<file path="config.mk">
export PLATFORM = sky130hd
export DESIGN_NAME = run_length_detector
export DESIGN_NICKNAME = d
export VERILOG_FILES = /design/src/rtl/run_length_detector_pkg.sv /design/src/rtl/run_length_detector_hit_sat_counter.sv /design/src/rtl/run_length_detector.sv
export SDC_FILE = /design/constraint.sdc
export NUM_CORES = 1
export LEC_CHECK = 0
export CAP_MARGIN = 40
export CELL_PAD_IN_SITES_DETAIL_PLACEMENT = 0
export CELL_PAD_IN_SITES_GLOBAL_PLACEMENT = 1
export CORE_MARGIN = 8
export CORE_UTILIZATION = 35
export DETAILED_ROUTE_END_ITERATION = 10
export PLACE_DENSITY_LB_ADDON = 0.08
export SYNTH_ARGS = -nofsm -noshare
export SYNTH_HDL_FRONTEND = slang
export SYNTH_SLANG_ARGS = --single-unit
</file>
<file path="constraint.sdc">
create_clock -name clk -period 1.8 [get_ports clk]
set_input_delay 0.18 -clock clk [delete_from_list [all_inputs] [get_ports clk]]
set_output_delay 0.18 -clock clk [all_outputs]
set_load 0.05 [all_outputs]
</file>
<file path="src/rtl/run_length_detector_pkg.sv">
// rtl/run_length_detector_pkg.sv - shared state encoding and mode constants for run-length detectors
package run_length_detector_pkg;

    typedef enum logic [1:0] {
        IDLE = 2'b00,
        RUN  = 2'b01,
        HIT  = 2'b10
    } state_t;

    localparam logic MODE_LEVEL = 1'b0;
    localparam logic MODE_PULSE = 1'b1;

endpackage

</file>
<file path="src/rtl/run_length_detector_hit_sat_counter.sv">
// rtl/run_length_detector_hit_sat_counter.sv - saturating up-counter with synchronous clear
module hit_sat_counter #(
    parameter int CNT_W = 8
) (
    input  logic             clk,
    input  logic             Resetn,
    input  logic             i_inc,
    input  logic             i_clr,
    output logic [CNT_W-1:0] o_cnt
);

    logic [CNT_W-1:0] r_cnt;

    // Clear wins over a same-edge increment; the count sticks at all-ones.
    always_ff @(posedge clk or negedge Resetn) begin
        if (!Resetn) begin
            r_cnt <= '0;
        end else if (i_clr) begin
            r_cnt <= '0;
        end else if (i_inc && (r_cnt != {CNT_W{1'b1}})) begin
            r_cnt <= r_cnt + CNT_W'(1);
        end
    end

    assign o_cnt = r_cnt;

endmodule

</file>
<file path="src/rtl/run_length_detector.sv">
// rtl/run_length_detector.sv - Moore detector for RUN_LEN consecutive samples at a chosen polarity
module run_length_detector
    import run_length_detector_pkg::*;
#(
    parameter int RUN_LEN = 2,
    parameter int CNT_W   = 8,
    localparam int RW     = $clog2(RUN_LEN + 1)
) (
    input  logic             clk,
    input  logic             Resetn,
    input  logic             en,
    input  logic             w,
    input  logic             pol,
    input  logic             mode,
    input  logic             clr,
    output logic             z,
    output logic [RW-1:0]    run_cnt,
    output logic [CNT_W-1:0] hit_cnt
);

    localparam logic [RW-1:0] RUN_LEN_V = RW'(RUN_LEN);

    state_t        r_state;
    logic [RW-1:0] r_run_cnt;
    logic          r_z;

    logic          w_match;
    logic [RW-1:0] w_run_nxt;
    state_t        w_state_nxt;
    logic          w_state_legal;
    logic          w_hit_inc;

    always_comb begin
        w_match   = (w == pol);
        w_run_nxt = '0;
        if (w_match) begin
            // At a full run: level mode saturates, pulse mode restarts at 1.
            if (r_run_cnt >= RUN_LEN_V) begin
                w_run_nxt = (mode == MODE_PULSE) ? RW'(1) : RUN_LEN_V;
            end else begin
                w_run_nxt = r_run_cnt + RW'(1);
            end
        end

        if (w_run_nxt == '0) begin
            w_state_nxt = IDLE;
        end else if (w_run_nxt == RUN_LEN_V) begin
            w_state_nxt = HIT;
        end else begin
            w_state_nxt = RUN;
        end

        case (r_state)
            IDLE, RUN, HIT: w_state_legal = 1'b1;
            default:        w_state_legal = 1'b0;
        endcase

        w_hit_inc = en && w_state_legal && (w_state_nxt == HIT) &&
                    ((mode == MODE_PULSE) || (r_state != HIT));
    end

    always_ff @(posedge clk or negedge Resetn) begin
        if (!Resetn) begin
            r_state   <= IDLE;
            r_run_cnt <= '0;
            r_z       <= 1'b0;
        end else if (!w_state_legal) begin
            r_state   <= IDLE;
            r_run_cnt <= '0;
            r_z       <= 1'b0;
        end else if (en) begin
            r_state   <= w_state_nxt;
            r_run_cnt <= w_run_nxt;
            r_z       <= (w_state_nxt == HIT);
        end
    end

    hit_sat_counter #(
        .CNT_W (CNT_W)
    ) u_hit_cnt (
        .clk    (clk),
        .Resetn (Resetn),
        .i_inc  (w_hit_inc),
        .i_clr  (clr),
        .o_cnt  (hit_cnt)
    );

    assign z       = r_z;
    assign run_cnt = r_run_cnt;

endmodule

</file>
# Yosys cells after proc, flatten, opt, wreduce, memory -nomap -nowiden
# Index checks and enable logic that the tools add are counted.
# totals
regBits	13
# classes
n_reduce_logical	9
muxes	14
add_sub_neg	2
n_eq_ne	8
n_lt_le_gt_ge	1
# ops
cell	count
$mux W2	9
$mux W8	2
$add A8 B1 Y8 const B	1
$ne A8 B8 Y1 const B	1
$eq A2 B2 Y1 const B	3
$logic_and A1 B1 Y1	4
$logic_not A2 Y1	2
$ne A2 B2 Y1 const B	2
$mux W1	3
$reduce_or A3 Y1	1
$add A2 B1 Y2 const B	1
$eq A2 B1 Y1 const B	1
$ge A2 B2 Y1 const B	1
$reduce_bool A2 Y1	1
$eq A1 B1 Y1	1
$logic_or A1 B1 Y1	1

# Logic depth before layout (Yosys ltp)
# Gate-level depths: netlist (run 1).
# depth
word_depth	12
ltp_mapped	5
mapped_depth_nobuf	5

# Hierarchy
# Synthesis (run 1) repeated with hierarchy kept, for this count alone.
# hier_totals
hier_cells	71
hier_area_um2	666.9
# by_module_without_submodules
module	n_inst	seq_area_each_um2	cells_per_inst	area_per_inst_um2
hit_sat_counter	1	200.2	49	464.2
run_length_detector	1	100.1	22	202.7

# Worst setup path after synthesis (run 1)
# OpenSTA, ideal clock, no wires.
# synth_path
path_kind	register -> register
start	reg r_run_cnt[1], in the netlist run_cnt[1]
end	reg u_hit_cnt.r_cnt[4], in the netlist u_hit_cnt.o_cnt[4]
arrival_time_ns	1.772
setup_slack_ns	-0.100
stages_incl_launch_ff	6
required_ns	1.672
setup_time_ns	0.128
period_less_slack_ns	1.900
cell_sequence	dfrtp_1 and2b_1 o2111ai_2 buf_6 nor4_1 mux2_1
# synth_between
elab_chain_len	11
# synth_lines
item	line	rtl
start, declared	run_length_detector.sv:24	logic [RW-1:0] r_run_cnt;
start signal, assigned	run_length_detector.sv:73	r_run_cnt <= w_run_nxt;
$add A2 B1 Y2 or $ge A2 B2 Y1 (tied branches)	run_length_detector.sv:41, run_length_detector.sv:38	
$mux W2 *	run_length_detector.sv:38	if (r_run_cnt >= RUN_LEN_V) begin
$mux W2 *	run_length_detector.sv:36	if (w_match) begin
$eq A2 B2 Y1	run_length_detector.sv:47	end else if (w_run_nxt == RUN_LEN_V) begin
$mux W2	run_length_detector.sv:47	
$mux W2 *	run_length_detector.sv:45	if (w_run_nxt == '0) begin
$eq A2 B2 Y1 *	run_length_detector.sv:58	w_hit_inc = en && w_state_legal && (w_state_nxt == HIT) &&
$logic_and A1 B1 Y1 * (2 in a row)	run_length_detector.sv:58	
$logic_and A1 B1 Y1 *	run_length_detector_hit_sat_counter.sv:20	end else if (i_inc && (r_cnt != {CNT_W{1'b1}})) begin
$reduce_bool A2 Y1 (no source line) *	n/a	
end signal, assigned	run_length_detector_hit_sat_counter.sv:21	r_cnt <= r_cnt + CNT_W'(1);
end, declared	run_length_detector_hit_sat_counter.sv:12	logic [CNT_W-1:0] r_cnt;
# Every way passes the cells marked *; elsewhere a longest branch is shown, timed or not.
# A chain may end at the register's enable or synchronous reset.

# Worst setup path after layout (run 1)
# layout_path
start	reg u_hit_cnt.r_cnt[4], in the netlist u_hit_cnt.o_cnt[4]
end	out hit_cnt[4]
# layout_rtl
item	line	rtl
end, declared	run_length_detector.sv:18	output logic [CNT_W-1:0] hit_cnt
# No word-level cell between the ends.

==> impl_results.md, run 1 <==
* CTS Buf Count at 3
* Largest net degree at the start of global routing at 15
* First-pass GRT wire length at ~2.8 mm
* Crit. path cell count at 1
* Clk pwr share at 0.249
* Fmax at a little under 600 MHz
* FF+latch area at between 300 and 400 um2
* Netlist cell types at 25
* GRT overflow at 0
* Ys Warns at 0
* # DRC at 0
* Final Hold Fails at 0
* Via-to-Cell Ratio at 5.165
* Clock-pin slew on the worst setup and hold paths at around 70 ps
* DR iter-0 viols at 11
* Crit-path max FO at 6
* Synth Cell Area at ~700 um2
* GRT Total Usage at 0.1028
* Post-DP HPWL at 1.231 mm
* Post-CTS sizing at 1
* Crit path largest cell delay at between 800 and 900 ps
* DR pass1 iterations at 4
* CORE AREA at approximately 1900 um2
* # fillers at between 200 and 250
* Vias in the first global route at ~620
* Arr. time, crit path at between 1500 and 2000 ps
* Clock Skews at 3.382 ps
* LEAKAGE at just under 0.4 nW
* Share of post-route cells with drive strength above 1 at 0.2234
* Die width at approximately 60 um
* H-tree lvl count at 1
* Synthesized net count at 81
* Worst VDD drop at around 0.40 mV
* Post-route ant nets at 0
* Power after layout at 0.6956 mW
* Final min period at 1718 ps
* Worst Setup Slack, final at between 80 and 90 ps
* Endpoints failing setup at 0
* Drt wl/cell at between 10 and 15 um
* Worst path bufs/invs at 1
* Full die area at ~3700 um2
* CTS Root Cell: clkbuf_4
* Psw at between 0.2 and 0.25 mW
* CP startpoint kind: register
* CP required at 1620 ps
* Max_cap viols at 0
* Part of the power in registers at 0.452
* Die extent in y at 60.74 um
* Seq/Total Area, Yosys at 0.4286
* Total negative slack at 0 ps
* Worst Tran Pin Value at between 500 and 600 ps
* Power per cell area at ~720 nW/um2
* Final Wtd Congestion at 0.8237
* Routed Wire Length at approximately 1.7 mm
* Outcome: finished clean
* Crit path kind: register to primary output
* Switching share of power at 0.3431
* Unrepaired setup endpoints after global routing: true
* Area added between synthesis and finish at 38.57%
* Post-CTS setup buffer count at 0
* Synthesized netlist cell count at 73
* Sink Count at 12
* Final-report max-slew violation count at 0
* Max stage delay cell, worst path: clkdlybuf4s50_1
* Hold Path Class: input pin to asynchronous set/reset pin
* Row count at 16
* N_diodes at 0
* Comb pwr share at 0.300
* Via count at 625
* Cell Int Power at 0.4569 mW
* Clock tree buffer depth at 2
* Post-Syn Area per Cell at around 9.6 um2
* Initial Util at 0.3646
* CTS tree: built
* Slew margin rel. at 0.6178
* Top Family by Delay on Critical Path: buffers and inverters
* Place WS at -219.1 ps
* PortBufs at 17
* R2R cell count at 4
* I/O pins at 18
* Cell Chain, Critical Path: clkdlybuf4s50_1
* Worst skew pair latency at around 270 ps
* Hold buffer count at CTS at 0
* Area of the multi-input gates at around 420 um2
* Initial antenna violation count at 0
* Tcrit/Tclk final at 0.9547
* Yosys reg bits at 12
* CP endpoint kind: primary output
* NumNets Final at 103
## cells in the final DEF, fill, tap and decap left out, drive strengths merged, types with 2 or more instances in the layout
master and count:
a21oi 3, nor4 3, nand4 2, clkdlybuf4s50 15, o21ai 2, nor3 2, nand2 6, and2b 2
dfrtp 12, mux2 5, nand3 5, clkbuf 4, and3 2, nor2 8, buf 5, or4 2
o31ai 3, nand2b 3, nor2b 5
## synthesized netlist by cell type, drive strengths merged
| cell | count | area share |
|---|---|---|
| ha | 1 | 0.018 |
| mux2i | 1 | 0.014 |
| o21ai | 2 | 0.014 |
| mux2 | 5 | 0.080 |
| xnor2 | 1 | 0.023 |
| dfrtp | 12 | 0.43 |
| buf | 2 | 0.027 |
| nor3 | 2 | 0.014 |
| and2b | 2 | 0.021 |
| nand3 | 5 | 0.036 |
| nor4 | 3 | 0.027 |
| nand2b | 3 | 0.027 |
| nor4b | 1 | 0.013 |
| a21oi | 3 | 0.021 |
| nor2 | 8 | 0.043 |
| clkbuf | 1 | 0.0054 |
| or4 | 2 | 0.021 |
| o31ai | 3 | 0.032 |
| nand2 | 6 | 0.032 |
| and3 | 2 | 0.018 |
| nand4 | 2 | 0.018 |
| o2111ai | 1 | 0.021 |
| nor2b | 5 | 0.045 |
## final timing paths
check | from | endpoint | slack (ps)
max | u_hit_cnt.o_cnt[4] | hit_cnt[4] | 80
max in group asynchronous | Resetn | run_cnt[1] | 1120
min in group clk | z | z | 480
min reg2reg | z | z | 480
max reg2reg | run_cnt[1] | u_hit_cnt.o_cnt[2] | 110
min | Resetn | u_hit_cnt.o_cnt[4] | 270
## through the flow
| step | instance area [um2] | std cells | hold slack (ps) | util |
|---|---|---|---|---|
| after floorplan | 704.4 | 73 | -115.6 | - |
| after global placement | 903.4 | 117 | 465.8 | 0.4701 |
| after detailed placement | 903.4 | 117 | 465.4 | 0.4701 |
| final | 970.9 | 121 | 271.7 | 0.5052 |
| after CTS | 935.9 | 121 | 282.5 | 0.4870 |
| after global routing | 970.9 | 121 | 294.9 | 0.5052 |
## state kept, by name (all words and copies together) (netlist names)
register / count
u_hit_cnt.o_cnt: 8
r_state: 2
run_cnt: 1
z: 1
## cell type report
type / instances / share of cell area
Clock buffer: 4 / 0.02706
Multi-Input combinational cell: 58 / 0.4317
Sequential cell: 12 / 0.3131
Tap cell: 27 / 0.03479
Timing Repair Buffer: 20 / 0.1933
## power groups by stage
stage / clock [mW] / combinational, mW / sequential [mW]
2_1_floorplan: 0 / 0.0934 / 0.357
3_3_place_gp: 0 / 0.199 / 0.320
3_5_place_dp: 0 / 0.200 / 0.320
4_1_cts: 0.185 / 0.201 / 0.315
5_1_grt: 0.196 / 0.225 / 0.318
6_report: 0.173 / 0.208 / 0.314
## cells by family (layout without fill, tap and decap cells)
group           count (synthesis)  in the layout  synth area share
fa+ha+maj                       1              1           0.01785
simple gates                   41             41            0.3143
buf+inv                         3             24           0.03214
xor+xnor                        1              1           0.02322
mux                             6              6           0.09464
compound gates                  9              9           0.08927
flops                          12             12            0.4286
## metal layers
metal  vias up  global-route usage  share of wire
li1        305                   -              -
met1       306              0.1239           0.46
met2        12              0.1463           0.47
met3         2             0.04873          0.064
met4         0             0.05648         0.0078
met5         -                   0              0
Power figures use the tool's default switching activity.
==> run 2: changes to the inputs <==
- CORE_UTILIZATION: 35 -> 31
- MAX_ROUTING_LAYER: unset -> met4
- clock period: 1.8 -> 1.4 ns (I/O delays scaled with it)
==> impl_results.md, run 2 (synthesis results as in run 1) <==
* Outcome: finished, violations left
* Failing checks: negative setup slack
* Unrepaired setup endpoints after global routing: true
* Via-to-Cell Ratio at 5.092 (-1.4%)
* CTS tree: built
* Cell count after placement at 142 (+21%)
* N_diodes at 0 (unchanged)
* DR pass1 iterations at 5 (+1)
* Share of post-route cells with drive strength above 1 at 0.6371 (+0.4137)
* Power after layout at 1.172 mW (+68%)
* PortBufs at 17 (unchanged)
* Final min period at ~1700 ps
* Worst VDD drop at 0.6594 mV (+66%)
* Power per cell area at 808.0 nW/um2 (+13%)
* Worst Tran Pin Value at 389.7 ps (-181.8 ps)
* CP required at 1610 ps (about the same)
* Cell Chain, Critical Path: buf_6 > and2b_2 > o2111ai_4 > buf_6 > or4_1 > a21oi_2
* Via count at 774 (+24%)
* Vias in the first global route at 795 (+28%)
* Tcrit/Tclk final at 1.195
* Most frequent cells in the layout: buf_4 (29), buf_12 (11), dfrtp_2 (8)
* R2R Path Start: r_state[0]
* Die extent in y at 63.54 um (+4.6%)
* CTS Buf Count at 3 (unchanged)
* Hold Path Class: input pin to asynchronous set/reset pin
* Crit path largest cell delay at 430 ps (-410 ps)
* Worst path bufs/invs at 2 (+1)
* Full die area at 4037 um2 (+9.4%)
* H-tree lvl count at 1 (unchanged)
* Clock-pin slew on the worst setup and hold paths at 90 ps (+20 ps)
* Drt wl/cell at 14.49 um (+4.7%)
* CP endpoint kind: register
* Crit path kind: register to register
* GRT Total Usage at 0.1049 (+0.002124)
* Most used cell, CP: buf_6
* LEAKAGE at 0.5942 nW (+52%)
* Top Family by Delay on Critical Path: simple AND/OR/NAND/NOR gates
* Final Util at 0.6684 (+0.1632)
* Final Wtd Congestion at 0.8043 (-2.4%)
* CP startpoint kind: register
* I/O pins at 18 (unchanged)
* Clock tree buffer depth at 2 (unchanged)
* Fmax at ~600 MHz
* DR iter-0 viols at 14 (+3)
* Worst skew pair latency at 290 ps (+20 ps)
* Critical Path Start: r_state[0]
* Sink Count at 12 (unchanged)
* Endpoints failing setup at 11 (+11)
* Largest register FFs at 8 (unchanged)
* Largest net degree at the start of global routing at 13 (-2)
* Max stage delay cell, worst path: or4_1
* Post-DP HPWL at 1.645 mm (+34%)
* Post-route ant nets at 0 (unchanged)
* GRT overflow at 0 (unchanged)
* Crit-path max FO at 6 (unchanged)
* # DRC at 0 (unchanged)
* CTS Root Cell: clkbuf_4
* Worst Setup Slack, final at -273.5 ps (-355.1 ps)
* Layout Cells excl Fill at 152 (+26%)
* Initial antenna violation count at 0 (unchanged)
* Final Hold Fails at 0 (unchanged)
* Arr. time, crit path at 1880 ps (+340 ps)
* Final-report max-slew violation count at 0 (unchanged)
* NumNets Final at 133 (+29%)
* Max_cap viols at 0 (unchanged)
* First-pass GRT wire length at 3.367 mm (+20%)
* CORE AREA at 2170 um2 (+13%)
* Initial Util at 0.3230 (-0.04163)
* Hold buffer count at CTS at 0 (unchanged)
* Most common cell after layout, fill and taps aside: buf_4
* Row count at 17 (+1)
* Slew margin rel. at 0.7394 (+0.1216)
* Area added between synthesis and finish at 107.0%
* Clock Skews at 16.78 ps (+13.40 ps)
* Die width at 63.54 um (+4.6%)
* Routed Wire Length at 2.202 mm (+31%)
## run 2: cell types whose count changed in the layout (fill, tap and decap cells not counted), sizes merged
cell,before,now
buf,5,43
clkdlybuf4s50,15,6
nor2,8,9
## run 2: through the flow
step | hold slack, ps | setup WS (ps) | instance area, um2 | setup TNS [ps]
floorplan | -155.6 | -295.8 | 780.7 | -1873
global placement | 465.5 | -419.4 | 1276 | -3178
detailed placement | 466.4 | -445.7 | 1276 | -3335
CTS | 152.4 | -223.2 | 1380 | -1548
global route | 148.4 | -333.5 | 1450 | -2663
finish | 139.6 | -273.5 | 1450 | -2127
## run 2: final timing paths
kind                       slack [ps]  cells past startpoint            endpoint
min in group clk                  550                      2                   z
max in group asynchronous        1070                      2  u_hit_cnt.o_cnt[0]
max                              -270                      6  u_hit_cnt.o_cnt[0]
max reg2reg                      -270                      6  u_hit_cnt.o_cnt[0]
min                               140                      2  u_hit_cnt.o_cnt[5]
min reg2reg                       550                      2                   z
## run 2: area by class of cell
type | count | area [um2]
repair buffers | 49 | 531.8
multi-input cells | 59 | 536.8
well taps | 28 | 35.03
flip-flops and latches | 12 | 310.3
clock buffers | 4 | 36.28
fillers | 176 | 719.4
## run 2: repair_timing
item                                    4_1_cts  5_1_grt
buffers inserted                              3        2
endpoints found under the setup margin        9        9
pin swaps                                     1        3
gates resized for setup                       9       10
gates cloned                                  0        1
## run 2: per-layer routing
layer  track usage  routed length, um  share of wire  vias to the layer above
met5             -                  0              0                        -
met4       0.03343                 34          0.015                        0
met2        0.1939               1189           0.54                       20
met3       0.03357                 87          0.040                        6
met1        0.1007                890           0.40                      378
li1              -                  -              -                      370
## run 2: where the power goes
group / internal (mW) / switching (mW) / leakage, nW
sequential: 0.376 / 0.0265 / 0.152
clock: 0.159 / 0.130 / 0.0210
combinational: 0.253 / 0.228 / 0.422
total: 0.787 / 0.385 / 0.594
==> run 3: changes to the inputs <==
- CTS_CLUSTER_SIZE: unset -> 12
==> results of run 3 <==
Final layout, timing and power as in run 2 (identical DEF).
